--- src/rtl/sync_ptr_nff.sv ---
// Multi-channel N-stage synchroniser for Gray-coded FIFO pointers.
// Adds a binary decode, a change strobe and a sticky Gray-step violation flag.
module sync_ptr_nff #(
  parameter int unsigned ADDR_SIZE   = 4,
  parameter int unsigned SYNC_STAGES = 2,
  parameter int unsigned CHANNELS    = 1,
  parameter bit          GRAY_CHECK  = 1'b1
) (
  input  logic                                clk,
  input  logic                                rst,
  input  logic [CHANNELS*(ADDR_SIZE+1)-1:0]   i_ptr,
  input  logic [CHANNELS-1:0]                 i_err_clr,
  output logic [CHANNELS*(ADDR_SIZE+1)-1:0]   o_ptr,
  output logic [CHANNELS*(ADDR_SIZE+1)-1:0]   o_ptr_bin,
  output logic [CHANNELS-1:0]                 o_chg,
  output logic [CHANNELS-1:0]                 o_err
);

  localparam int unsigned P = ADDR_SIZE + 1;
  localparam int unsigned W = CHANNELS * P;

  if (SYNC_STAGES < 2 || SYNC_STAGES > 4) begin : g_bad_stages
    $error("sync_ptr_nff: SYNC_STAGES must be in 2..4");
  end

  if (CHANNELS < 1) begin : g_bad_channels
    $error("sync_ptr_nff: CHANNELS must be >= 1");
  end

  function automatic logic [P-1:0] gray2bin(input logic [P-1:0] g);
    logic [P-1:0] b;
    b[P-1] = g[P-1];
    for (int i = int'(P) - 2; i >= 0; i--) begin
      b[i] = b[i+1] ^ g[i];
    end
    return b;
  endfunction

  // Synchroniser chain; only the last two stages feed anything downstream.
  (* ASYNC_REG = "TRUE" *) logic [W-1:0] sync_q [SYNC_STAGES];

  always_ff @(posedge clk or negedge rst) begin
    if (!rst) begin
      for (int k = 0; k < int'(SYNC_STAGES); k++) begin
        sync_q[k] <= '0;
      end
    end else begin
      sync_q[0] <= i_ptr;
      for (int k = 1; k < int'(SYNC_STAGES); k++) begin
        sync_q[k] <= sync_q[k-1];
      end
    end
  end

  logic [W-1:0] pre_ptr;
  assign pre_ptr = sync_q[SYNC_STAGES-2];
  assign o_ptr   = sync_q[SYNC_STAGES-1];

  for (genvar c = 0; c < int'(CHANNELS); c++) begin : g_ch
    logic [P-1:0] g_pre;
    logic [P-1:0] g_out;
    logic [P-1:0] bin_q;
    logic         chg_q;
    logic         err_q;

    assign g_pre = pre_ptr[c*P +: P];
    assign g_out = o_ptr[c*P +: P];

    // Decode/compare the stage ahead of o_ptr so results line up with it.
    always_ff @(posedge clk or negedge rst) begin
      if (!rst) begin
        bin_q <= '0;
        chg_q <= 1'b0;
      end else begin
        bin_q <= gray2bin(g_pre);
        chg_q <= (g_pre != g_out);
      end
    end

    if (GRAY_CHECK) begin : g_check
      logic viol;
      assign viol = ($countones(g_pre ^ g_out) > 1);

      always_ff @(posedge clk or negedge rst) begin
        if (!rst) begin
          err_q <= 1'b0;
        end else if (viol) begin
          err_q <= 1'b1;
        end else if (i_err_clr[c]) begin
          err_q <= 1'b0;
        end
      end
    end else begin : g_nocheck
      assign err_q = 1'b0;
    end

    assign o_ptr_bin[c*P +: P] = bin_q;
    assign o_chg[c]            = chg_q;
    assign o_err[c]            = err_q;
  end

endmodule

--- config.mk ---
export PLATFORM = sky130hd
export DESIGN_NAME = sync_ptr_nff
export DESIGN_NICKNAME = d
export VERILOG_FILES = /design/src/rtl/sync_ptr_nff.sv
export SDC_FILE = /design/constraint.sdc
export NUM_CORES = 1
export LEC_CHECK = 0
export ABC_AREA = 0
export CAP_MARGIN = 20
export CORE_MARGIN = 4
export CORE_UTILIZATION = 40
export DETAILED_ROUTE_END_ITERATION = 10
export PLACE_DENSITY = 0.71
export SLEW_MARGIN = 5
export SYNTH_ARGS = -nofsm -noshare
export SYNTH_HDL_FRONTEND = slang
export SYNTH_SLANG_ARGS = --single-unit
--- constraint.sdc ---
create_clock -name clk -period 2.3 [get_ports clk]
set_clock_uncertainty 0.05 [all_clocks]
set_input_delay 0.46 -clock clk [delete_from_list [all_inputs] [get_ports clk]]
set_output_delay 0.46 -clock clk [all_outputs]
set_load 0.005 [all_outputs]
==> implementation parameters <==
Parameter                              Value

Run status
  Run status ... complete, no violations

Power
  Psw ... 0.1274 mW
  Switching power as a share of total power ... 22.47%
  Total leakage power ... 0.3727 nW
  Internal power ... 0.4397 mW
  Total power divided by cell area ... 685.7 nW/um2
  Sequential Power Share ... 56.4%
  VDD IR-drop max ... 0.4202 mV
  Gate power share ... 20.0%
  Final Total Pwr ... 0.5671 mW
  Share of power burned in the clock network ... 23.6%

Die
  Total number of placement rows ... 13
  Area of the die ... 2193 um2
  Io pins ... 20
  DIE HEIGHT ... 46.83 um
  Starting Density ... 44.14%
  Die width ... 46.83 um
  Core footprint ... 1366 um2

Synthesis
  Cells after Synth ... 38
  Mapped Avg Cell Area ... 15.87 um2
  Adder-cell share of the synthesized area ... 7.469%
  Most used flip-flop cell after synthesis ... dfrtp_1
  Synthesized-area fraction occupied by and/or/nand/nor cells ... 2.282%
  Register area share after synthesis ... 66.39%
  Main combinational cell family by area after synthesis ... XOR/XNOR gates
  Synth async-reset ratio ... 100.0%
  Number of synthesized flops with an enable pin ... 0
  Portion of netlist area occupied by mux cells ... 0%
  Synth Area in Compound Gates ... 1.452%
  Top area cells in the synthesized netlist ... dfrtp_1, xnor2_1, xor2_1
  Unique cell type count in the Yosys netlist ... 12
  Post-synth top area share ... 66.39%
  Net count after synthesis ... 49
  Commonest cells in the synthesized netlist ... dfrtp_1, inv_1, xnor2_1, xor2_1, ha_1
  Share of the synthesized netlist area taken by xor and xnor gates ... 18.05%
  Count of synthesis-stage warnings from yosys ... 0
  Most numerous cell in the Yosys netlist ... dfrtp_1
  Cell taking the most area after synthesis ... dfrtp_1
  Post-synthesis instance area ... 603.1 um2
  Number of storage elements in the synthesis netlist ... 16

Global route
  Wire length of the first global-routing pass ... 1276 um
  Number of global-route vias before repair ... 304
  Maximum number of pins on one net before global-route repair ... 17
  GRT Resource Usage Total ... 8.824%
  Final global-route overflow total ... 0
  Number of antenna violations at the first check in global routing ... 0

Placed design
  Detail Placement HPWL ... 662.7 um
  Gp weighted congestion ... 0.7627
  Number of input and output port buffers inserted ... 19

Run
  Max-cap viol count ... 0

Clock tree
  Clock tree from TritonCTS ... yes
  Number of hold-repair buffers added at the cts stage ... 0
  CTS max path bufs ... 2
  Post-CTS clock slew at the launch and capture registers of the worst setup and hold paths ... 0.08 ns
  Post-CTS Repair Setup Buffers ... 0
  Root cell of the clock tree ... clkbuf_4
  Clock insertion delay at the later pin of the skew report ... 0.28 ns
  Number of sinks on the clock net ... 16
  Number of buffers inserted during clock tree synthesis ... 3
  H-tree levels ... 1
  Resized Gates After CTS ... 0

STA
  Worst slew pin tran ... 0.6872 ns
  Highest achievable clock rate ... 0.5581 GHz
  Unrepaired setup endpoints after global routing ... false
  Min Tclk post-route ... 1.792 ns
  Relative slew margins ... 54.05%
  Max-slew violation total from the final report ... 0
  Final setup TNS ... 0 ns
  Number of endpoints failing setup at the final stage ... 0
  Final hold vios ... 0
  Share of the cycle needed by the critical path after routing ... 77.91%

Drt
  Routed WL ... 831 um
  Count of TritonRoute iterations in the first routing pass ... 1
  Final routed wire length divided by cell count ... 11.23 um
  Met1 Routed Length ... 345 um
  Via-per-instance ratio ... 4.486
  Detailed-route via count ... 332
  Routed wl met3 ... 74 um
  Drt drc ... 0
  Highest layer used for signal routing ... met3
  Number of DRC markers after the initial detailed-route iteration ... 0
  Met2 wire length ... 410 um
  Routed Antenna Nets ... 0

Critical path
  Cell mode on critical path ... inv_1
  Longest individual stage delay on the worst path ... 0.54 ns
  Endpoint of the worst-slack reg-to-reg timing path ... o_err$_DFFE_PN0P_
  Buffers plus inverters on the worst setup path ... 2
  Crit-path cells ... xnor2_1 > inv_1 > fa_1 > ha_1 > inv_1 > o221ai_1
  Required time reported for the critical path endpoint ... 2.40 ns
  Flop-to-flop setup slack ... 0.51 ns
  Worst setup path category ... register to register
  CP delay by family, top ... adder cells
  CP Capture Type ... register
  Worst reg2reg path depth ... 6
  Highest-delay cell along the critical path ... fa_1
  Worst Setup Start Kind ... register
  Max Fanout on Critical Path ... 3
  Startpoint of the worst register-to-register path ... g_ch[0].g_pre[0]$_DFF_PN0_
  Worst endpoint data arrival time ... 1.89 ns

Layout
  Area occupied by multi-input gates ... 176.4 um2
  Storage cell area ... 400.4 um2
  Post-synthesis to final-layout area growth ... 37.14%
  Layout cell share with drive strength beyond 1 ... 6.780%
  Number of nets at the end of the flow ... 72
  Antenna cells ... 0
  Filler instances ... 116

Hold path
  Type of the most critical hold path ... register to register
  Worst hold path startpoint ... g_ch[0].g_pre[0]$_DFF_PN0_
  Instance count along the most critical hold path ... 0
  End point of the worst hold path ... o_ptr[0]$_DFF_PN0_
-- worst max-delay path by stage --
stage                                           from                end  slack, ns  cells past startpoint
after CTS                 g_ch[0].g_pre[0]$_DFF_PN0_  o_err$_DFFE_PN0P_       0.50                      6
after global placement    g_ch[0].g_pre[0]$_DFF_PN0_  o_err$_DFFE_PN0P_       0.55                      6
after global routing      g_ch[0].g_pre[0]$_DFF_PN0_  o_err$_DFFE_PN0P_       0.39                      6
after floorplan           g_ch[0].g_pre[0]$_DFF_PN0_  o_err$_DFFE_PN0P_       0.59                      6
after detailed placement  g_ch[0].g_pre[0]$_DFF_PN0_  o_err$_DFFE_PN0P_       0.51                      6
final                     g_ch[0].g_pre[0]$_DFF_PN0_  o_err$_DFFE_PN0P_       0.51                      6
-- kinds of logic after synthesis --
family | after synthesis
xor+xnor | 10
fa+ha+maj | 3
buf+inv | 6
compound gates | 1
flops | 16
simple gates | 2
-- metrics by stage --
| step | util [%] | hold slack [ns] | cell area [um2] | instances | worst slack [ns] |
|---|---|---|---|---|---|
| final | 60.53 | 0.3762 | 827.0 | 74 | 0.5082 |
| after global routing | 60.53 | 0.3971 | 827.0 | 74 | 0.3915 |
| after CTS | 60.53 | 0.3782 | 827.0 | 74 | 0.4985 |
| after detailed placement | 58.88 | 0.3587 | 804.5 | 71 | 0.5116 |
| after global placement | 58.88 | 0.3507 | 804.5 | 71 | 0.5518 |
| after floorplan | - | 0.1144 | 603.1 | 38 | 0.5903 |
-- layout by cell type (no fill, tap or decap) --
| cell type | netlist | layout |
|---|---|---|
| clkbuf_4 | 0 | 3 |
| clkdlybuf4s50_1 | 0 | 19 |
| dfrtp_1 | 16 | 16 |
| fa_1 | 1 | 1 |
| ha_1 | 2 | 2 |
| inv_1 | 5 | 5 |
| nor2_1 | 1 | 1 |
| o221ai_1 | 1 | 1 |
| or4b_1 | 1 | 1 |
| xnor2_1 | 4 | 4 |
| xnor3_1 | 1 | 1 |
| xor2_1 | 4 | 4 |
| xor2_2 | 1 | 1 |
-- state kept, by name, summed over array words and instances (netlist names) --
name	flops
g_ch.g_pre	5
o_err	1
o_ptr_bin	5
o_chg	1
o_ptr	4
-- worst reg2reg max path: cells and delay by family, from the launching register on --
family | cells | cell delay [ns]
xor gates and xnor gates | 1 | 0.22
adders and majority gates | 2 | 0.76
AOI/OAI and AO/OA | 1 | 0.09
buffers and inverters | 2 | 0.14
DFF | 1 | 0.41
-- area by class of cell --
type | instances | area share [%]
flip-flops and latches | 16 | 48.41
repair buffers | 19 | 23.00
multi-input cells | 16 | 21.33
clock buffers | 3 | 2.723
inverters | 5 | 2.269
well taps | 15 | 2.269
-- power groups by stage --
stage                     sequential [mW]  combinational (mW)  clock [mW]
after global placement              0.325               0.115           0
after floorplan                     0.328              0.0454           0
final                               0.320               0.113       0.134
after CTS                           0.320               0.116       0.144
after global routing                0.323               0.125       0.155
after detailed placement            0.326               0.116           0
-- per-layer routing --
layer  GRT usage, %  vias to the layer above
met5              0                        -
met3          5.747                        0
met2          13.28                       12
met4          3.315                        0
met1          10.07                      162
li1               -                      158
No activity file was read; power rests on OpenSTA's default activity.
